--- src/rtl/aip_pkg.sv ---
// Shared types and constants for the AIP job sequencer: FSM state encoding,
// AIP bus widths and the default interrupt-clear write.
package aip_pkg;

    localparam int CONF_W = 5;
    localparam int DATA_W = 32;

    localparam logic [CONF_W-1:0] DEF_CFG_STATUS  = 5'h1E;
    localparam logic [DATA_W-1:0] DEF_INT_CLR_VAL = 32'h0000_0001;

    typedef enum logic [3:0] {
        ST_IDLE,
        ST_WR_DATA,
        ST_START,
        ST_WAIT_INT,
        ST_CLR,
        ST_RD_ISSUE,
        ST_RD_WAIT,
        ST_RD_HOLD,
        ST_FIN
    } seq_state_e;

endpackage

--- src/rtl/aip_rd_slot.sv ---
// Read-return slot: counts the AIP read latency, captures aip_rdata and holds
// it with rd_valid until the host takes it.
module aip_rd_slot
    import aip_pkg::*;
#(
    parameter int RD_LAT = 1
) (
    input  logic              clk,
    input  logic              resetn,
    input  logic              wait_en_i,
    input  logic              ack_i,
    input  logic [DATA_W-1:0] aip_rdata_i,
    output logic              cap_o,
    output logic              rd_valid_o,
    output logic [DATA_W-1:0] rd_data_o
);

    localparam int CNT_W = $clog2(RD_LAT + 1);

    logic [CNT_W-1:0]  lat_cnt_q, lat_cnt_d;
    logic              rd_valid_q, rd_valid_d;
    logic [DATA_W-1:0] rd_data_q, rd_data_d;

    // The counter restarts every time the FSM enters the wait state.
    assign cap_o = wait_en_i && (lat_cnt_q == CNT_W'(RD_LAT - 1));

    always_comb begin
        lat_cnt_d  = wait_en_i ? lat_cnt_q + 1'b1 : '0;
        rd_valid_d = rd_valid_q;
        rd_data_d  = rd_data_q;
        if (cap_o) begin
            rd_valid_d = 1'b1;
            rd_data_d  = aip_rdata_i;
        end else if (ack_i) begin
            rd_valid_d = 1'b0;
        end
    end

    always_ff @(posedge clk or negedge resetn) begin
        if (!resetn) begin
            lat_cnt_q  <= '0;
            rd_valid_q <= 1'b0;
            rd_data_q  <= '0;
        end else begin
            lat_cnt_q  <= lat_cnt_d;
            rd_valid_q <= rd_valid_d;
            rd_data_q  <= rd_data_d;
        end
    end

    assign rd_valid_o = rd_valid_q;
    assign rd_data_o  = rd_data_q;

endmodule

--- src/rtl/aip_job_sequencer.sv ---
// Drives one AIP net port through write/start/wait-int/clear/read jobs.
// Optional WAIT_INT watchdog enabled by defining AIP_SEQ_TIMEOUT_EN.
// Handshakes: a transfer happens on a rising clk edge where valid & ready are both 1.
module aip_job_sequencer
    import aip_pkg::*;
#(
    parameter int                LEN_W       = 8,
    parameter int                RD_LAT      = 1,
    parameter logic [CONF_W-1:0] CFG_STATUS  = DEF_CFG_STATUS,
    parameter logic [DATA_W-1:0] INT_CLR_VAL = DEF_INT_CLR_VAL,
    parameter logic [15:0]       TIMEOUT_CYC = 16'hFFFF
) (
    input  logic              clk,
    input  logic              resetn,
    input  logic              job_valid,
    output logic              job_ready,
    input  logic [CONF_W-1:0] job_wr_cfg,
    input  logic [LEN_W-1:0]  job_wr_len,
    input  logic [CONF_W-1:0] job_rd_cfg,
    input  logic [LEN_W-1:0]  job_rd_len,
    input  logic              wr_valid,
    output logic              wr_ready,
    input  logic [DATA_W-1:0] wr_data,
    output logic              rd_valid,
    input  logic              rd_ready,
    output logic [DATA_W-1:0] rd_data,
    output logic              busy,
    output logic              done,
    output logic              err,
    output logic [CONF_W-1:0] aip_conf,
    output logic              aip_write,
    output logic              aip_read,
    output logic              aip_start,
    output logic [DATA_W-1:0] aip_wdata,
    input  logic [DATA_W-1:0] aip_rdata,
    input  logic              aip_int,
    output seq_state_e        dbg_state
);

    seq_state_e        state_q, state_d;
    logic [CONF_W-1:0] wr_cfg_q, wr_cfg_d, rd_cfg_q, rd_cfg_d;
    logic [LEN_W-1:0]  wr_len_q, wr_len_d, rd_len_q, rd_len_d;
    logic [LEN_W-1:0]  wr_cnt_q, wr_cnt_d, rd_cnt_q, rd_cnt_d;
    logic [CONF_W-1:0] aip_conf_q, aip_conf_d;
    logic [DATA_W-1:0] aip_wdata_q, aip_wdata_d;
    logic              aip_write_q, aip_write_d;
    logic              aip_read_q, aip_read_d;
    logic              aip_start_q, aip_start_d;
    logic              rd_cap;
    logic              timeout_hit;
    logic              timed_out;

`ifdef AIP_SEQ_TIMEOUT_EN
    logic [15:0] to_cnt_q, to_cnt_d;
    logic        to_flag_q, to_flag_d;

    assign timeout_hit = (state_q == ST_WAIT_INT) && (to_cnt_q == TIMEOUT_CYC - 16'd1);
    assign timed_out   = to_flag_q;

    // An interrupt arriving in the expiry cycle wins over the watchdog.
    always_comb begin
        to_cnt_d  = (state_q == ST_WAIT_INT) ? to_cnt_q + 16'd1 : 16'd0;
        to_flag_d = to_flag_q;
        if (state_q == ST_IDLE) begin
            to_flag_d = 1'b0;
        end else if (timeout_hit && !aip_int) begin
            to_flag_d = 1'b1;
        end
    end

    always_ff @(posedge clk or negedge resetn) begin
        if (!resetn) begin
            to_cnt_q  <= 16'd0;
            to_flag_q <= 1'b0;
        end else begin
            to_cnt_q  <= to_cnt_d;
            to_flag_q <= to_flag_d;
        end
    end
`else
    logic unused_timeout_cfg;
    assign unused_timeout_cfg = ^TIMEOUT_CYC;
    assign timeout_hit        = 1'b0;
    assign timed_out          = 1'b0;
`endif

    always_comb begin
        state_d     = state_q;
        wr_cfg_d    = wr_cfg_q;
        rd_cfg_d    = rd_cfg_q;
        wr_len_d    = wr_len_q;
        rd_len_d    = rd_len_q;
        wr_cnt_d    = wr_cnt_q;
        rd_cnt_d    = rd_cnt_q;
        aip_conf_d  = aip_conf_q;
        aip_wdata_d = aip_wdata_q;
        aip_write_d = 1'b0;
        aip_read_d  = 1'b0;
        aip_start_d = 1'b0;
        case (state_q)
            ST_IDLE: begin
                if (job_valid) begin
                    wr_cfg_d = job_wr_cfg;
                    rd_cfg_d = job_rd_cfg;
                    wr_len_d = job_wr_len;
                    rd_len_d = job_rd_len;
                    wr_cnt_d = '0;
                    rd_cnt_d = '0;
                    if (job_wr_len != '0) begin
                        state_d = ST_WR_DATA;
                    end else begin
                        state_d     = ST_START;
                        aip_start_d = 1'b1;
                    end
                end
            end
            ST_WR_DATA: begin
                if (wr_valid) begin
                    aip_write_d = 1'b1;
                    aip_conf_d  = wr_cfg_q;
                    aip_wdata_d = wr_data;
                    wr_cnt_d    = wr_cnt_q + 1'b1;
                    if (wr_cnt_q == wr_len_q - 1'b1) begin
                        state_d     = ST_START;
                        aip_start_d = 1'b1;
                    end
                end
            end
            ST_START: state_d = ST_WAIT_INT;
            ST_WAIT_INT: begin
                if (aip_int || timeout_hit) begin
                    state_d     = ST_CLR;
                    aip_write_d = 1'b1;
                    aip_conf_d  = CFG_STATUS;
                    aip_wdata_d = INT_CLR_VAL;
                end
            end
            ST_CLR: begin
                if ((rd_len_q != '0) && !timed_out) begin
                    state_d    = ST_RD_ISSUE;
                    aip_read_d = 1'b1;
                    aip_conf_d = rd_cfg_q;
                end else begin
                    state_d = ST_FIN;
                end
            end
            ST_RD_ISSUE: state_d = ST_RD_WAIT;
            ST_RD_WAIT: begin
                if (rd_cap) state_d = ST_RD_HOLD;
            end
            ST_RD_HOLD: begin
                if (rd_ready) begin
                    rd_cnt_d = rd_cnt_q + 1'b1;
                    if (rd_cnt_q == rd_len_q - 1'b1) begin
                        state_d = ST_FIN;
                    end else begin
                        state_d    = ST_RD_ISSUE;
                        aip_read_d = 1'b1;
                        aip_conf_d = rd_cfg_q;
                    end
                end
            end
            ST_FIN:  state_d = ST_IDLE;
            default: state_d = ST_IDLE;
        endcase
    end

    always_ff @(posedge clk or negedge resetn) begin
        if (!resetn) begin
            state_q     <= ST_IDLE;
            wr_cfg_q    <= '0;
            rd_cfg_q    <= '0;
            wr_len_q    <= '0;
            rd_len_q    <= '0;
            wr_cnt_q    <= '0;
            rd_cnt_q    <= '0;
            aip_conf_q  <= '0;
            aip_wdata_q <= '0;
            aip_write_q <= 1'b0;
            aip_read_q  <= 1'b0;
            aip_start_q <= 1'b0;
        end else begin
            state_q     <= state_d;
            wr_cfg_q    <= wr_cfg_d;
            rd_cfg_q    <= rd_cfg_d;
            wr_len_q    <= wr_len_d;
            rd_len_q    <= rd_len_d;
            wr_cnt_q    <= wr_cnt_d;
            rd_cnt_q    <= rd_cnt_d;
            aip_conf_q  <= aip_conf_d;
            aip_wdata_q <= aip_wdata_d;
            aip_write_q <= aip_write_d;
            aip_read_q  <= aip_read_d;
            aip_start_q <= aip_start_d;
        end
    end

    aip_rd_slot #(.RD_LAT(RD_LAT)) u_rd_slot (
        .clk        (clk),
        .resetn     (resetn),
        .wait_en_i  (state_q == ST_RD_WAIT),
        .ack_i      (rd_valid && rd_ready),
        .aip_rdata_i(aip_rdata),
        .cap_o      (rd_cap),
        .rd_valid_o (rd_valid),
        .rd_data_o  (rd_data)
    );

    // job_ready is gated by resetn so it stays low while reset is held.
    assign job_ready = resetn && (state_q == ST_IDLE);
    assign wr_ready  = (state_q == ST_WR_DATA);
    assign busy      = (state_q != ST_IDLE) && (state_q != ST_FIN);
    assign done      = (state_q == ST_FIN);
    assign err       = (state_q == ST_FIN) && timed_out;
    assign aip_conf  = aip_conf_q;
    assign aip_write = aip_write_q;
    assign aip_read  = aip_read_q;
    assign aip_start = aip_start_q;
    assign aip_wdata = aip_wdata_q;
    assign dbg_state = state_q;

endmodule

--- config.mk ---
export PLATFORM = sky130hd
export DESIGN_NAME = aip_job_sequencer
export DESIGN_NICKNAME = d
export VERILOG_FILES = /design/src/rtl/aip_pkg.sv /design/src/rtl/aip_rd_slot.sv /design/src/rtl/aip_job_sequencer.sv
export SDC_FILE = /design/constraint.sdc
export NUM_CORES = 1
export LEC_CHECK = 0
export BUFFER_PORTS_ARGS = -buffer_cell sky130_fd_sc_hd__buf_2
export CAP_MARGIN = 30
export CORE_UTILIZATION = 55
export DETAILED_ROUTE_END_ITERATION = 7
export PLACE_DENSITY = 0.95
export SYNTH_ARGS = -nofsm -noshare
export SYNTH_HDL_FRONTEND = slang
export SYNTH_SLANG_ARGS = --single-unit
export TNS_END_PERCENT = 1
--- constraint.sdc ---
create_clock -name clk -period 4.2 [get_ports clk]
set_input_delay 0.21 -clock clk [delete_from_list [all_inputs] [get_ports clk]]
set_output_delay 0.21 -clock clk [all_outputs]
set_load 0.02 [all_outputs]
Word-level counts from Yosys, hierarchy flattened
Index checks and enable logic that the tools add are counted.
Word-level totals
  bits in registers: 120
  input port bits: 96
  output and inout bits: 82
  logic and storage cells: 98
Cells by class
  add/sub/neg operators: 5
  equal/unequal tests: 19
  mux-type cells: 39
  bitwise gates (word level): 1
  reduce and logical (&&, ||, !) cells: 19
Operators by type and width (number)
  2-to-1 mux 32 bit: 2
  case mux 32 bit (2 select lines): 1
  2-to-1 mux 4 bit: 8
  case mux 4 bit (8 select lines): 1
  case mux 8 bit (2 select lines): 2
  2-to-1 mux 5 bit: 5
  2-to-1 mux 8 bit: 3
  case mux 5 bit (4 select lines): 1
  adder 8 x 1 -> 8 bit, second input constant: 2
  equality test 4 x 3 -> 1 bit, second input constant: 4
  equality test 8 bit: 2
  nonzero test 8 bit: 2
  subtractor 8 x 1 -> 8 bit, second input constant: 2
  != test 2 bit, second input constant: 7
  2-to-1 mux 1 bit: 12
  AND reduction 6 bit: 2
  AND reduction 3 bit: 3
  equality test 4 x 2 -> 1 bit, second input constant: 2
  nonzero test 2 bit: 4
  nonzero test 4 bit: 2
  case mux 1 bit (2 select lines): 3
  equality test 4 x 1 -> 1 bit, second input constant: 1
  equality test 4 bit, second input constant: 1
  logical AND 1 bit: 4
  7 further kinds: 7

Logic depth before layout (Yosys ltp)
  word-level depth: 5
  gate-level depth with buffers: 8
  gate-level depth less buffers: 8

Modules after synthesis
From an unflattened synthesis, not the netlist that was laid out.
Unflattened totals
  cells, all modules: 490
  area, all modules: 5600.4 µm²
By module, submodules not included
  aip_job_sequencer: times used 1, cells each 417, area an instance 4187.8 µm², seq. area each 2152.1 µm²
  aip_rd_slot: times used 1, cells each 73, area an instance 1412.6 µm², seq. area each 850.8 µm²

Least setup slack after synthesis
OpenSTA, ideal clock, no wires.
  path kind: reg-to-reg
  start point: reg state_q[3] (netlist: dbg_state[3])
  end point: reg aip_wdata_q[10] (netlist: aip_wdata[10])
  library setup time: 121 ps
  arrival time: 2620 ps
  data required time: 4079 ps
  setup slack: 1459 ps
  cell stages (with the launch flop): 8
  buffers on the path: 3
  period minus slack after synthesis: 2741 ps
  path through: dfrtp_1 clkbuf_1 nor4b_1 and2_1 clkbuf_1 a31oi_1 clkbuf_1 a22o_1
Between the ends
  longest elaborated chain between the ends: 3
  elaborated cells between the ends (all ways): 7
  those cells by class: eq/ne: 4; mux: 1; reduce/logical: 2
Ends and longest elaborated chain
  start, declared: line aip_job_sequencer.sv:40  | seq_state_e state_q, state_d;
  start signal, assigned: line aip_job_sequencer.sv:183  | state_q <= state_d;
  equality test 4 x 1 -> 1 bit (*)
  via wr_ready: line aip_job_sequencer.sv:22  | output logic wr_ready,
  != test 2 bit (no line) or nonzero test 2 bit (tied branches)
  AND reduction 3 bit (no line)
  end signal, assigned: line aip_job_sequencer.sv:191  | aip_wdata_q <= aip_wdata_d;
  end, declared: line aip_job_sequencer.sv:45  | logic [DATA_W-1:0] aip_wdata_q, aip_wdata_d;
The timed path passes the listed nets; every way through them passes the cells marked *.
A chain may end at the register's enable or synchronous reset.

Worst setup path after layout
  start point: reg state_q[1] (netlist: dbg_state[1])
  end point: reg aip_wdata_q[17] (netlist: aip_wdata[17])
Between the ends
  longest elaborated chain between the ends: 3
  elaborated cells between the ends (all ways): 7
  those cells by class: eq/ne: 4; mux: 1; reduce/logical: 2
Ends and longest elaborated chain
  equality test 4 x 2 -> 1 bit or equality test 4 x 1 -> 1 bit (tied branches): line aip_job_sequencer.sv:100  | case (state_q)
  != test 2 bit (no line) or nonzero test 2 bit (tied branches)
  AND reduction 3 bit (no line)
Parallel ways exist; a longest one is shown, timed or not.

==> impl_results.md <==
* Outcome: finished, final reports clean
* Clk_skew at 0.00771 ns
* Worst-Margin Slew at 0.863 ns
* Synth Flop Type: dfrtp_1
* Crit end category: flop
* DIE HEIGHT at 101 um
* Core Region at 9420 sq um
* Power Total at 6.17 mW
* FF-to-FF End: aip_wdata[17]$_DFFE_PN0P_
* Leakage at 4.01 nW
* Min Tclk post-route at 2.70 ns
* CTS clk-pin slew, worst paths at 0.06 ns
* First-pass DRT Iterations at 4
* Row count at 35
* Initial Util at 57.7%
* Post-CTS Repair Setup Buffers at 0
* Top cell type by total area after synthesis: dfrtp_1
* Crit-path max FO at 32
* Number of max-slew violations in the final report at 0
* Clock latency on the worst-skew pair at 0.52 ns
* Root Driver: clkbuf_8
* Footprint of the multi-input gates at 2290 sq um
* Vias per cell at 5.74
* Die area at 10300 sq um
* Stages on the worst setup path at 6
* Layout cell share with drive strength beyond 1 at 28.8%
* Syn Nets at 597
* Main area contributors after synthesis: dfrtp_1, mux2_1, nand2_1
* Antenna cells at 0
* Startpoint Class: flop
* Crit path top cell by count: buf_4
* CP endpoint: aip_wdata[17]$_DFFE_PN0P_
* Fin. Hold Viols at 0
* CTS tree: done
* Avg Inst Size Synth at 11.0 sq um
* R2R Setup Slk at 1.50 ns
* Grt total ovfl at 0
* Finish-stage setup viols at 0
* Final ANT Viol Nets at 0
* Placer Congestion at 0.934
* CP arrival at 3.09 ns
* Clock sinks at 120
* Inserted Clock Buffers at 17
* Port Buffers at 176
* Layout area overhead at 46.7%
* DRC at 0
* Nets at 865
* Delay of the slowest critical-path stage at 0.74 ns
* Worst path buffer plus inverter count at 2
* Max Freq at 370 MHz
* First-pass GRT wire length at 27.2 mm
* Worst r2r src: dbg_state[1]$_DFFE_PN0P_
* Final worst-path cycle share at 64.3%
* Worst vdd ir at 0.523 mV
* RSZ-0062 raised after global routing: false
* FF+latch area at 3000 sq um
* I/O pins at 178
* H-tree depth at 4
* Crit-path cells: nor4b_1, and2_1, buf_4, a31oi_2, buf_4, a22o_1
* Max-cap violation count at 0
* Die Span X at 101 um
* All-layer global routing usage at 35.5%
* Initial antenna violation count at 0
* Power Density at 774 nW/um^2
* Share of the synthesized area in the top cell type at 55.2%
* R2R depth at 6
* # fillers at 457
* Distinct cells, synth at 62
* Hold Slack at 0.0807 ns
* Post-Synthesis Cells at 496
* CP startpoint: dbg_state[1]$_DFFE_PN0P_
* Wirelength per Cell at 18.8 um
* Mapped cell area at 5440 sq um
* Worst rel slew slack at 42.5%
* Total negative slack at 0 ns
* CP Class: flop to flop
* Post-Route WL at 17.1 mm
* CP max stage cell: nor4b_1
* Commonest cells post-synth: dfrtp_1, nand2_1, mux2_1, a22o_1, nor2_1
* DR iter-0 viols at 282
* Vias at 5199
* Largest net degree at the start of global routing at 70
* Post-synth EDFFs at 0
* CTS max path bufs at 2
* Largest delay share family, worst path: simple AND/OR/NAND/NOR gates
* Post-synth ARST share at 100%
* CP required at 4.59 ns
* Post-DP HPWL at 9.64 mm
* Worst hold path type: input port to flop
* Most common cell in the netlist: dfrtp_1
* Vias in the first global route at 5651
* Yosys warning count at 0
* Seq/Total Area, Yosys at 55.2%
* Synthesis-stage register bit count at 120
-- state kept, by name (all words and copies together), names as in the netlist --
signal / flops
u_rd_slot.rd_valid_o: 1
aip_write: 1
aip_conf: 5
wr_cnt_q: 8
wr_cfg_q: 5
rd_cfg_q: 5
u_rd_slot.rd_data_o: 32
aip_wdata: 32
wr_len_q: 8
rd_cnt_q: 8
aip_read: 1
aip_start: 1
rd_len_q: 8
dbg_state: 4
u_rd_slot.lat_cnt_q: 1
-- cell families after synthesis --
family / share of synthesized area [%]
simple gates: 15.8
flops: 55.2
compound gates: 11.5
mux: 8.77
buf+inv: 2.79
xor+xnor: 4.67
fa+ha+maj: 1.15
other cells: 0.0690
-- stage by stage --
stage / cell area [sq um] / cells / setup WS, ns / util, %
after floorplan: 5440 / 496 / 1.46 / -
after global placement: 6430 / 782 / 1.66 / 68.3
after detailed placement: 6430 / 782 / 1.58 / 68.3
after CTS: 7970 / 906 / 1.55 / 84.7
after global routing: 7970 / 906 / 1.35 / 84.7
final: 7970 / 906 / 1.50 / 84.7
-- how the worst min path moves through the flow --
stage	from	end	slack, ns	cells after the start
after floorplan	resetn	aip_conf[0]$_DFFE_PN0P_	-0.09	0
after global placement	resetn	u_rd_slot.rd_data_o[5]$_DFFE_PN0P_	0.26	1
after detailed placement	resetn	u_rd_slot.rd_data_o[5]$_DFFE_PN0P_	0.28	1
after CTS	wr_valid	wr_cnt_q[1]$_DFFE_PN0P_	0.05	3
after global routing	wr_valid	wr_cnt_q[1]$_DFFE_PN0P_	0.10	3
final	wr_valid	wr_cnt_q[1]$_DFFE_PN0P_	0.08	3
-- routing by layer --
| layer | GRT usage, % | up-vias | wire (um) |
|---|---|---|---|
| li1 | - | 2270 | - |
| met1 | 36.2 | 2549 | 6060 |
| met2 | 63.3 | 288 | 9010 |
| met3 | 11.2 | 92 | 1050 |
| met4 | 22.4 | 0 | 944 |
| met5 | 0 | - | 0 |
-- worst register-to-register path, delay by kind of cell (launching register included) --
family	cells	cell delay [ns]
flip-flops	1	0.55
AND/OR/NAND/NOR	2	1.08
AO/OA/AOI/OAI	2	0.33
buffers and inverters	2	0.62
-- power breakdown --
part | internal, mW | total, mW | switching, mW | leakage (nW)
registers | 1.67 | 2.13 | 0.460 | 1.51
clock network | 0.993 | 1.52 | 0.531 | 0.305
logic | 1.02 | 2.52 | 1.50 | 2.19
-- repair_timing --
item	4_1_cts	5_1_grt
endpoints found under the hold margin	142	0
gates resized for setup	0	0
hold buffers	92	0
-- cells in the final DEF, fill, tap and decap left out, drive strengths merged, types with 3 or more instances in the layout --
master       instances
and2                 5
and3                 5
inv                 14
buf                182
bufinv               4
nor4                 3
xnor2               15
nor3                 6
mux2i                6
a22o                32
xor2                14
dlygate4sd3         92
o21ai               16
nand2               91
a21oi                7
or3b                 3
nor2b                3
mux2                37
or4                  5
nand4                5
nand3               11
dfrtp              120
ha                   5
nand2b               3
clkbuf              20
nor2                27
clkinv               7
-- layout make-up --
type	instances	area share (%)
sequential	120	37.7
multi-input combinational	337	28.7
timing repair buffer	274	23.2
clock buffer	20	5.59
clock inverter	12	2.18
tap	129	2.02
inverter	14	0.659
Note: power is estimated with default switching activity, not from simulation.
